**config.mk**
```make
export PLATFORM = sky130hd
export DESIGN_NAME = sample_sched
export DESIGN_NICKNAME = d
export VERILOG_FILES = /design/src/rtl/sample_sched_pkg.sv /design/src/rtl/sample_timer.sv /design/src/rtl/sample_sched.sv
export SDC_FILE = /design/constraint.sdc
export NUM_CORES = 1
export LEC_CHECK = 0
export CAP_MARGIN = 40
export CORE_AREA = 4 4 97 99
export DETAILED_ROUTE_END_ITERATION = 10
export DIE_AREA = 0 0 101 103
export PLACE_DENSITY = 0.51
export SLEW_MARGIN = 20
export SYNTH_ARGS = -nofsm -noshare
export SYNTH_HDL_FRONTEND = slang
export SYNTH_SLANG_ARGS = --single-unit
```
**constraint.sdc**
```tcl
create_clock -name clk_i -period 3.6 [get_ports clk_i]
set_clock_uncertainty 0.2 [all_clocks]
set_input_delay 0.54 -clock clk_i [delete_from_list [all_inputs] [get_ports clk_i]]
set_output_delay 0.54 -clock clk_i [all_outputs]
set_load 0.02 [all_outputs]
```
**src/rtl/sample_sched_pkg.sv**
```systemverilog
// Shared types and default widths for the sample scheduler.
package sample_sched_pkg;

  localparam int unsigned DEF_DATA_WIDTH = 8;
  localparam int unsigned DEF_PER_WIDTH  = 16;
  localparam int unsigned DEF_DROP_WIDTH = 8;

  typedef enum logic [1:0] {
    IDLE  = 2'd0,
    RUN   = 2'd1,
    DRAIN = 2'd2
  } sched_state_e;

endpackage

```
**src/rtl/sample_timer.sv**
```systemverilog
// Loadable period down-counter; tick fires on the last cycle of each period and reloads.
module sample_timer
  import sample_sched_pkg::*;
#(
  parameter int unsigned PER_WIDTH = DEF_PER_WIDTH
) (
  input  logic                 clk_i,
  input  logic                 rst_ni,
  input  logic                 load_i,
  input  logic [PER_WIDTH-1:0] load_val_i,
  input  logic [PER_WIDTH-1:0] reload_val_i,
  input  logic                 en_i,
  output logic                 tick_o
);

  logic [PER_WIDTH-1:0] cnt_q, cnt_d;
  logic                 last;

  // A zero count is treated like the final cycle so a stray enable can never wrap.
  assign last   = (cnt_q == PER_WIDTH'(1)) || (cnt_q == '0);
  assign tick_o = en_i && (cnt_q == PER_WIDTH'(1));

  always_comb begin
    cnt_d = cnt_q;
    if (load_i) begin
      cnt_d = load_val_i;
    end else if (en_i) begin
      cnt_d = last ? reload_val_i : cnt_q - PER_WIDTH'(1);
    end
  end

  always_ff @(posedge clk_i or negedge rst_ni) begin
    if (!rst_ni) begin
      cnt_q <= '0;
    end else begin
      cnt_q <= cnt_d;
    end
  end

endmodule

```
**src/rtl/sample_sched.sv**
```systemverilog
// Window controller for the counter->FIFO sample path: periodic snapshots, drop counting, stream glue.
module sample_sched
  import sample_sched_pkg::*;
#(
  parameter int unsigned DATA_WIDTH = DEF_DATA_WIDTH,
  parameter int unsigned PER_WIDTH  = DEF_PER_WIDTH,
  parameter int unsigned DROP_WIDTH = DEF_DROP_WIDTH
) (
  input  logic                  clk_i,
  input  logic                  rst_ni,
  input  logic                  start_i,
  input  logic                  stop_i,
  input  logic                  abort_i,
  input  logic [PER_WIDTH-1:0]  period_i,
  input  logic [DATA_WIDTH-1:0] cnt_q_i,
  output logic                  cnt_en_o,
  output logic                  cnt_clear_o,
  input  logic                  fifo_full_i,
  input  logic                  fifo_empty_i,
  input  logic [DATA_WIDTH-1:0] fifo_data_i,
  output logic                  fifo_push_o,
  output logic [DATA_WIDTH-1:0] fifo_data_o,
  output logic                  fifo_pop_o,
  output logic                  fifo_flush_o,
  output logic                  out_valid_o,
  input  logic                  out_ready_i,
  output logic [DATA_WIDTH-1:0] out_data_o,
  output logic [DROP_WIDTH-1:0] drop_cnt_o,
  output logic                  busy_o,
  output logic                  done_o
);

  localparam logic [DROP_WIDTH-1:0] DROP_MAX = {DROP_WIDTH{1'b1}};

  sched_state_e          state_q, state_d;
  logic [PER_WIDTH-1:0]  period_q, period_d;
  logic [DROP_WIDTH-1:0] drop_q, drop_d;
  logic [PER_WIDTH-1:0]  period_eff;
  logic                  timer_load, timer_en, tick;
  logic                  clear, flush, push, done;

  assign period_eff = (period_i == '0) ? PER_WIDTH'(1) : period_i;
  assign timer_en   = (state_q == RUN) && !abort_i;

  sample_timer #(
    .PER_WIDTH(PER_WIDTH)
  ) u_timer (
    .clk_i        (clk_i),
    .rst_ni       (rst_ni),
    .load_i       (timer_load),
    .load_val_i   (period_eff),
    .reload_val_i (period_q),
    .en_i         (timer_en),
    .tick_o       (tick)
  );

  // Next-state and control decode; abort outranks start, stop and tick.
  always_comb begin
    state_d    = state_q;
    period_d   = period_q;
    drop_d     = drop_q;
    timer_load = 1'b0;
    clear      = 1'b0;
    flush      = 1'b0;
    push       = 1'b0;
    done       = 1'b0;
    if (abort_i) begin
      flush   = 1'b1;
      state_d = IDLE;
    end else begin
      unique case (state_q)
        IDLE: begin
          if (start_i) begin
            clear      = 1'b1;
            flush      = 1'b1;
            period_d   = period_eff;
            timer_load = 1'b1;
            drop_d     = '0;
            state_d    = RUN;
          end
        end
        RUN: begin
          if (tick) begin
            if (!fifo_full_i) begin
              push = 1'b1;
            end else if (drop_q != DROP_MAX) begin
              drop_d = drop_q + DROP_WIDTH'(1);
            end
          end
          if (stop_i) begin
            state_d = DRAIN;
          end
        end
        DRAIN: begin
          if (fifo_empty_i) begin
            done    = 1'b1;
            state_d = IDLE;
          end
        end
        default: state_d = IDLE;
      endcase
    end
  end

  always_ff @(posedge clk_i or negedge rst_ni) begin
    if (!rst_ni) begin
      state_q  <= IDLE;
      period_q <= '0;
      drop_q   <= '0;
    end else begin
      state_q  <= state_d;
      period_q <= period_d;
      drop_q   <= drop_d;
    end
  end

  assign cnt_en_o     = (state_q == RUN);
  assign cnt_clear_o  = clear;
  assign fifo_flush_o = flush;
  assign fifo_push_o  = push;
  assign fifo_data_o  = cnt_q_i;
  assign out_valid_o  = !fifo_empty_i;
  assign out_data_o   = fifo_data_i;
  assign fifo_pop_o   = out_valid_o && out_ready_i && !flush;
  assign drop_cnt_o   = drop_q;
  assign busy_o       = (state_q != IDLE);
  assign done_o       = done;

endmodule

```
==> results.md, run 1 <==
Setup path:
- The critical path is of the in -> out type.
- The maximum fanout encountered on the critical timing path is 6.
- At the worst endpoint, the arrival time is 2.47 ns.
- The worst register-to-register path has a setup slack of 0.88 ns.
- The number of cells traversed by the worst register-to-register path is 5.
- The source of the worst register-to-register timing path is u_timer.cnt_q[4]$_DFFE_PN0P_.
- The kind of start point of the critical path is a primary input.
- The worst register-to-register path ends at u_timer.cnt_q[7]$_DFFE_PN0P_.
- The category of the worst setup path capture point is a primary output.
- STA puts the critical path data required time at 2.86 ns.

Yosys:
- After Yosys synthesis, XOR and XNOR cells account for 4.58% of the synthesized area.
- The number of distinct standard cells referenced by the synthesized netlist is 45.
- Counting flops with an async set or reset pin after synthesis yields a share of 100%.
- The average cell area after synthesis is 8.82 µm².
- For this run, the number of Yosys warnings is 0.
- The count of state elements after synthesis is 42.
- The proportion of synthesized area in mux cells is 2.82%.
- The synthesized netlist occupies a cell area of 2490 µm².
- The sequential-to-total area share from yosys stat is 42.3%.
- The number of instances in the synthesized netlist is 282.
- The area fraction in compound gates after synthesis is 13.9%.
- Summing the areas of all and, or, nand and nor instances in the mapped netlist gives 26.0% of the synthesized area.
- The synthesized netlist devotes 2.01% of its cell area to adder and majority cells.
- The most used flip-flop cell after synthesis is sky130_fd_sc_hd__dfrtp_1.
- After synthesis, the largest family of logic cells by area is simple AND/OR/NAND/NOR gates.
- Counting flops with a built-in enable in the synthesized netlist gives 0.
- When the netlist entered floorplanning its net count stood at 326.

Routing:
- Once detail routing completed, the nets flagged for antenna violations numbered 0.
- The number of vias per cell after detailed routing is 5.05.
- The routed length per placed instance is 15.8 µm.
- Summed over all layers, the routed wires come to 6550 µm.
- The count of routing violations after the opening detailed-route iteration is 100.
- The detailed-routing iteration count for the pre-antenna-repair pass is 4.
- The total via count in the routed design is 2094.
- In the routed design, unresolved DRC markers number 0.

STA:
- The setup-violating endpoint count in the final report is 0.
- In the finished design, the share of the clock period the worst path needs comes to 89.3%.
- The worst-margin pin slew is 0.701 ns.
- Setup total negative slack on the finished layout was measured at 0 ns.
- After layout, the worst setup slack is 0.385 ns.
- On the final layout, the worst hold slack is 0.274 ns.
- The final-report max-slew violation count is 0.
- The post-layout minimum cycle time is 3.21 ns.
- The worst relative slew slack is 53.3%.
- Setup repair after global routing left no endpoint under its margin.
- Based on the critical path, the design can be clocked at up to 0.311 GHz.
- The number of hold violations in the final report is 0.

Layout:
- The fraction of final layout cells sized beyond drive strength 1 is 6.84%.
- Summing all non-filler instances in the final layout gives an area of 2980 µm².
- Cells fill 34.8% of the core in the end.
- The final net count is 351.
- The area of the multi-input gates is 1230 µm².
- In the layout the commonest cells are sky130_fd_sc_hd__nand2_1 (57), sky130_fd_sc_hd__dfrtp_1 (42), sky130_fd_sc_hd__clkdlybuf4s50_1 (38), sky130_fd_sc_hd__nor2_1 (23), sky130_fd_sc_hd__o21ai_0 (16).
- The number of cells in the finished layout apart from fillers is 415.
- The sequential cell area in the final layout is 1050 µm².
- The most common cell after layout, fill and taps aside is sky130_fd_sc_hd__nand2_1.
- The area growth from synthesis to layout is 19.8%.
- The total inserted antenna cells is 0.
- The number of fillers in the final layout is 871.

Die:
- The y dimension of the die is 103 µm.
- The number of rows created at floorplan is 34.
- The number of top-level pins is 72.
- Once the floorplan was initialized, standard cells occupied 29.1% of the core.
- The floorplan step defined a core boundary enclosing 8550 µm².
- The die covers 10400 µm².
- The horizontal extent of the die is 101 µm.

Clocking:
- TritonCTS built the clock tree.
- Clock tree synthesis inserted a total of 5 buffers.
- The buffer depth of the longest clock path is 2.
- Once the clock tree was built, the resizer swapped 0 gates to a different size.
- The buffer type at the clock tree root is sky130_fd_sc_hd__clkbuf_8.
- The clock latency on the worst-skew pair is 0.29 ns.
- The clock drives 42 sinks.
- After clock tree synthesis, the clock-pin slew on the worst setup and hold paths is 0.07 ns.
- The H-tree depth is 2.

Placed design:
- Timing analysis after detailed placement gives a worst setup slack of 0.339 ns.
- The global placer's final weighted congestion is 0.819.
- In this run the cell area measured after placement is 2890 µm².
- Detailed placement finished with a half-perimeter wire length of 4630 µm.
- The cell count after placement is 407.
- Input and output buffers added on the ports amount to 39.

Power and ir drop:
- For this design the static power due to leakage is 1.30 nW.
- The largest voltage drop on the vdd net is 155 µV.
- Cell internal power was estimated by the tool at 854 µW.
- Power comes to 1.29 mW.
- Per report_power, the clock group accounts for 22.9% of the total.
- In this run, flip-flops and latches consume 49.8% of the power.
- The power per standard cell area is 434 nW/µm².
- The share of total power in combinational logic is 27.3%.
- For this design the total switching power over the nets is 439 µW.
- The share of total power consumed by net switching is 34.0%.

Run:
- Max-cap violations in this run came to 0.

Global route:
- The first global-routing pass estimated 10600 µm of wire.
- The initial antenna violation count is 0.
- Summed over all layers, the global routing overflow is 0.
- The number of global-route vias before repair is 2089.
- Entering global routing, the biggest net connects 32 pins.
- Across every metal layer, demand over resource in global routing totals 13.0%.

Worst hold path:
- The startpoint identified for the worst hold timing path is period_q[0]$_DFFE_PN0P_.
- Counting instances, the worst hold path has a depth of 1.
- The path class of the tightest hold or removal check is reg -> reg.
- The hold-critical path endpoint is period_q[0]$_DFFE_PN0P_.

Status:
- The run finished with clean final reports.
[cell usage after synthesis, types with 4 or more instances]
cell type	n	share of area, %
sky130_fd_sc_hd__a22oi_1	6	1.8
sky130_fd_sc_hd__nor3_1	6	1.2
sky130_fd_sc_hd__buf_4	17	5.1
sky130_fd_sc_hd__or4_1	4	1.2
sky130_fd_sc_hd__xnor2_1	9	3.2
sky130_fd_sc_hd__ha_1	4	2.0
sky130_fd_sc_hd__nand3_1	8	1.6
sky130_fd_sc_hd__dfrtp_1	42	42
sky130_fd_sc_hd__nor2_1	23	3.5
sky130_fd_sc_hd__xor2_1	4	1.4
sky130_fd_sc_hd__a21oi_1	5	1.0
sky130_fd_sc_hd__nand2_1	57	8.6
sky130_fd_sc_hd__inv_1	8	1.2
sky130_fd_sc_hd__clkbuf_1	11	1.7
sky130_fd_sc_hd__mux2i_1	7	2.8
sky130_fd_sc_hd__o21ai_0	17	3.4
sky130_fd_sc_hd__nor4_1	10	2.5
sky130_fd_sc_hd__o211ai_1	6	1.8
[area by class of cell]
class,instances,share of cell area [%]
Timing Repair Buffer,47,15.5
Multi-Input combinational cell,203,41.2
Tap cell,108,4.54
Inverter,8,1.01
Clock buffer,7,2.56
Sequential cell,42,35.3
[layer usage]
layer | track usage, % | part of all wire, %
met3 | 3.25 | 4.4
met5 | 0 | 0
met4 | 4.19 | 1.5
met1 | 16.9 | 47
met2 | 21.4 | 47
[timing repair]
item | in CTS | in global routing
buffers inserted | 0 | 0
hold buffers | 1 | 0
endpoints found under the setup margin | 0 | 0
hold endpoints to repair | 13 | 0
[power groups by stage]
stage / Combinational [mW] / Sequential, mW / Clock [mW]
6_report: 0.353 / 0.644 / 0.296
5_1_grt: 0.398 / 0.656 / 0.330
4_1_cts: 0.357 / 0.642 / 0.306
3_5_place_dp: 0.355 / 0.651 / 0
3_3_place_gp: 0.345 / 0.650 / 0
2_1_floorplan: 0.274 / 0.623 / 0
[critical path, stage by stage]
cell                              delay, ns
sky130_fd_sc_hd__clkdlybuf4s50_1       0.53
sky130_fd_sc_hd__nor3b_4               0.31
sky130_fd_sc_hd__nand4b_1              0.24
sky130_fd_sc_hd__nor3_1                0.21
sky130_fd_sc_hd__clkdlybuf4s50_1       0.63
[state kept, by name, indices dropped and copies added, names as in the netlist]
name and count:
period_q 16, u_timer.cnt_q 16, drop_cnt_o 8, state_q 2
[logic make-up after synthesis]
kind of cell / after synthesis
and+or+nand+nor: 128
AOI/OAI and AO/OA: 51
DFF: 42
buffers and inverters: 37
xor gates and xnor gates: 13
muxes: 7
adders and majority gates: 4
[worst max-delay path by stage]
stage,slack [ns],depth (start not counted),from,end
after floorplan,1.25,6,abort_i,drop_cnt_o[7]$_DFFE_PN0P_
after global placement,0.35,5,abort_i,fifo_push_o
after detailed placement,0.34,5,abort_i,fifo_push_o
after CTS,0.33,5,abort_i,fifo_push_o
after global routing,0.23,5,abort_i,fifo_push_o
final,0.39,5,abort_i,fifo_push_o
No activity file was read; power rests on OpenSTA's default activity.
==> run 2: changes to the inputs <==
SLEW_MARGIN = 0   (was 20)
clock period = 4 ns   (was 3.6 ns; I/O delays follow)
==> results.md, run 2 (same netlist as run 1, synthesis figures left out) <==
Status:
- The flow ran to the end, and the final reports show no timing, DRC or antenna violations.

Layout:
- The final net count was 349 (-0.57%).
- In the layout the commonest cells are sky130_fd_sc_hd__nand2_1 (57), sky130_fd_sc_hd__dfrtp_1 (42), sky130_fd_sc_hd__clkdlybuf4s50_1 (38), sky130_fd_sc_hd__nor2_1 (23), sky130_fd_sc_hd__o21ai_0 (16).
- Leaving out fill and tap cells, the most frequent cell in the layout is sky130_fd_sc_hd__nand2_1.
- The final core utilization came to 34.8% (unchanged).
- The total inserted antenna cells is 0 (unchanged).
- The fraction of final layout cells sized beyond drive strength 1 is 7.24% (+0.40 points).
- The number of cells in the finished layout apart from fillers is 412 (-0.72%).
- The final non-filler cell area was 2980 µm² (unchanged).
- The area growth from synthesis to layout came to 19.8% (unchanged).

Power and ir drop:
- The standby leakage power is 1.30 nW (about the same).
- The largest voltage drop on the vdd net is 181 µV (+16%).
- The power per standard cell area is 394 nW/µm² (-9.1%).

Routing:
- The remaining antenna violation count came to 0 (unchanged).
- The number of vias per cell after detailed routing is 5.00 (-0.81%).
- The wire length reported by the detailed router came to 6380 µm (-2.6%).
- The routed length per placed instance is 15.5 µm (-1.9%).
- The total via count in the routed design is 2062 (-1.5%).
- The detailed-routing iteration count for the pre-antenna-repair pass is 4 (unchanged).
- The count of routing violations after the opening detailed-route iteration is 91 (-9.0%).
- The post-route DRC violation count is 0 (unchanged).

STA:
- The setup-violating endpoint count in the final report came to 0 (unchanged).
- The worst relative slew slack was 54.1% (+0.83 points).
- The final-report max-slew violation count was 0 (unchanged).
- The share of the clock period used by the worst path is 85.6%.
- The maximum operating frequency is 0.292 GHz.
- The post-layout minimum cycle time is 3.42 ns.
- The number of hold violations in the final report is 0 (unchanged).
- Setup repair after global routing left no endpoint under its margin.
- The post-route setup TNS was 0 ns (unchanged).
- The worst-margin pin slew is 0.688 ns (-0.0125 ns).

Die:
- The placeable core region was 8550 µm² (unchanged).
- The area of the die is 10400 µm² (unchanged).
- The number of top-level pins is 72 (unchanged).
- The y dimension of the die is 103 µm (unchanged).
- The number of rows created at floorplan is 34 (unchanged).
- The effective utilization at floorplan is 29.1% (unchanged).
- The horizontal extent of the die came to 101 µm (unchanged).

Setup path:
- The cell with the largest stage delay on the worst path is sky130_fd_sc_hd__clkdlybuf4s50_1.
- The critical path goes through clkdlybuf4s50_1 -> nor3b_4 -> nand4b_1 -> nor3_1 -> clkdlybuf4s50_1.
- The register-to-register path setup slack came to 1.30 ns (+0.42 ns).
- The delay of the slowest cell on the worst path was 0.63 ns (about the same).
- The combined buffer and inverter count along the critical path is 2 (unchanged).
- The source of the worst register-to-register timing path is u_timer.cnt_q[4]$_DFFE_PN0P_.
- The family with the most delay on the worst path is buffers and inverters.
- The maximum fanout encountered on the critical timing path is 7 (+1).
- The number of cells traversed by the worst register-to-register path is 5 (unchanged).
- The critical path data arrival time is 2.62 ns (+0.15 ns).
- The library cell appearing most often on the critical path is sky130_fd_sc_hd__clkdlybuf4s50_1.
- The reg-to-reg endpoint is u_timer.cnt_q[7]$_DFFE_PN0P_.
- The worst setup path is of the in -> out kind.
- The category of the worst setup path capture point is a primary output.
- The required time of the critical path came to 3.20 ns (+0.34 ns).
- STA classifies the critical path startpoint as a primary input.

Placed design:
- The cell area after placement was 2900 µm² (+0.13%).
- The cell count after placement is 406 (-0.25%).
- The detailed-placement wirelength estimate is 4560 µm (-1.5%).
- The global placer's final weighted congestion is 0.799 (-2.4%).
- The count of port buffers added during placement was 39 (unchanged).

Global route:
- The remaining global-route overflow came to 0 (unchanged).
- The number of global-route vias before repair is 2070 (-0.91%).
- The initial antenna violation count is 0 (unchanged).
- The overall fraction of global-route tracks in use was 13.0% (-0.030 points).
- The global-route wire length before repair is 10700 µm (+0.72%).
- The maximum number of pins on one net before global-route repair was 32 (unchanged).

Clocking:
- The TritonCTS buffer count is 5 (unchanged).
- The H-tree depth was 2 (unchanged).
- The total of cells resized after clock tree synthesis is 0 (unchanged).
- The clock latency on the worst-skew pair is 0.30 ns (about the same).
- The number of buffers added to fix hold violations after cts is 0 (-1).
- The number of post-CTS setup repair buffers is 0 (unchanged).
- The buffer depth of the longest clock path is 2 (unchanged).
- The clock transition at the registers of the reported paths is 0.08 ns (about the same).
- The TritonCTS sink count is 42 (unchanged).
- TritonCTS built the clock tree.
- The tree is rooted in a sky130_fd_sc_hd__clkbuf_8.

Run:
- The total of max-cap violations is 0 (unchanged).

Worst hold path:
- The worst min-delay path category is in -> async.
run 2: cell count changes in the layout (fill, tap and decap cells not counted):
cell,delta
sky130_fd_sc_hd__buf_4,-2
sky130_fd_sc_hd__buf_8,+1
sky130_fd_sc_hd__clkbuf_1,-2
sky130_fd_sc_hd__clkbuf_8,+1
sky130_fd_sc_hd__dlygate4sd3_1,-1
sky130_fd_sc_hd__o21ai_1,-1
sky130_fd_sc_hd__o21ai_2,+1
run 2: how the worst max path moves through the flow:
stage	endpoint	depth (start not counted)	from
after floorplan	drop_cnt_o[7]$_DFFE_PN0P_	6	abort_i
after detailed placement	fifo_push_o	5	abort_i
after CTS	fifo_push_o	5	abort_i
after global routing	fifo_push_o	5	abort_i
final	fifo_push_o	5	abort_i
after global placement	fifo_push_o	5	abort_i
run 2: metal layers:
metal / part of all wire (%) / up-vias / routed length, µm / global-route usage [%]
li1: - / 1028 / - / -
met5: 0 / - / 0 / 0
met4: 0.99 / 0 / 63 / 3.27
met1: 49 / 993 / 3110 / 17.4
met2: 47 / 32 / 3000 / 21.6
met3: 3.3 / 9 / 212 / 2.57
run 2: area by class of cell:
cell class,instances,area [µm²]
timing repair buffer,45,450
tap,108,135
clock buffer,6,82.6
inverter,8,30.0
multi-input combinational,203,1230
fill,861,5570
sequential,42,1050
run 2: power breakdown:
part | total (mW) | switching [mW] | internal, mW
registers | 0.578 | 0.0824 | 0.496
logic | 0.316 | 0.165 | 0.151
clock network | 0.280 | 0.147 | 0.133
total | 1.17 | 0.394 | 0.781
run 2: metrics by stage:
stage	power, mW	hold WS (ns)	setup slack (ns)
final	1.17	0.0441	0.575
after global routing	1.26	0.0818	0.467
after CTS	1.19	0.0672	0.536
after detailed placement	0.903	0.258	0.542
after global placement	0.892	0.253	0.569
after floorplan	0.808	0.104	1.59
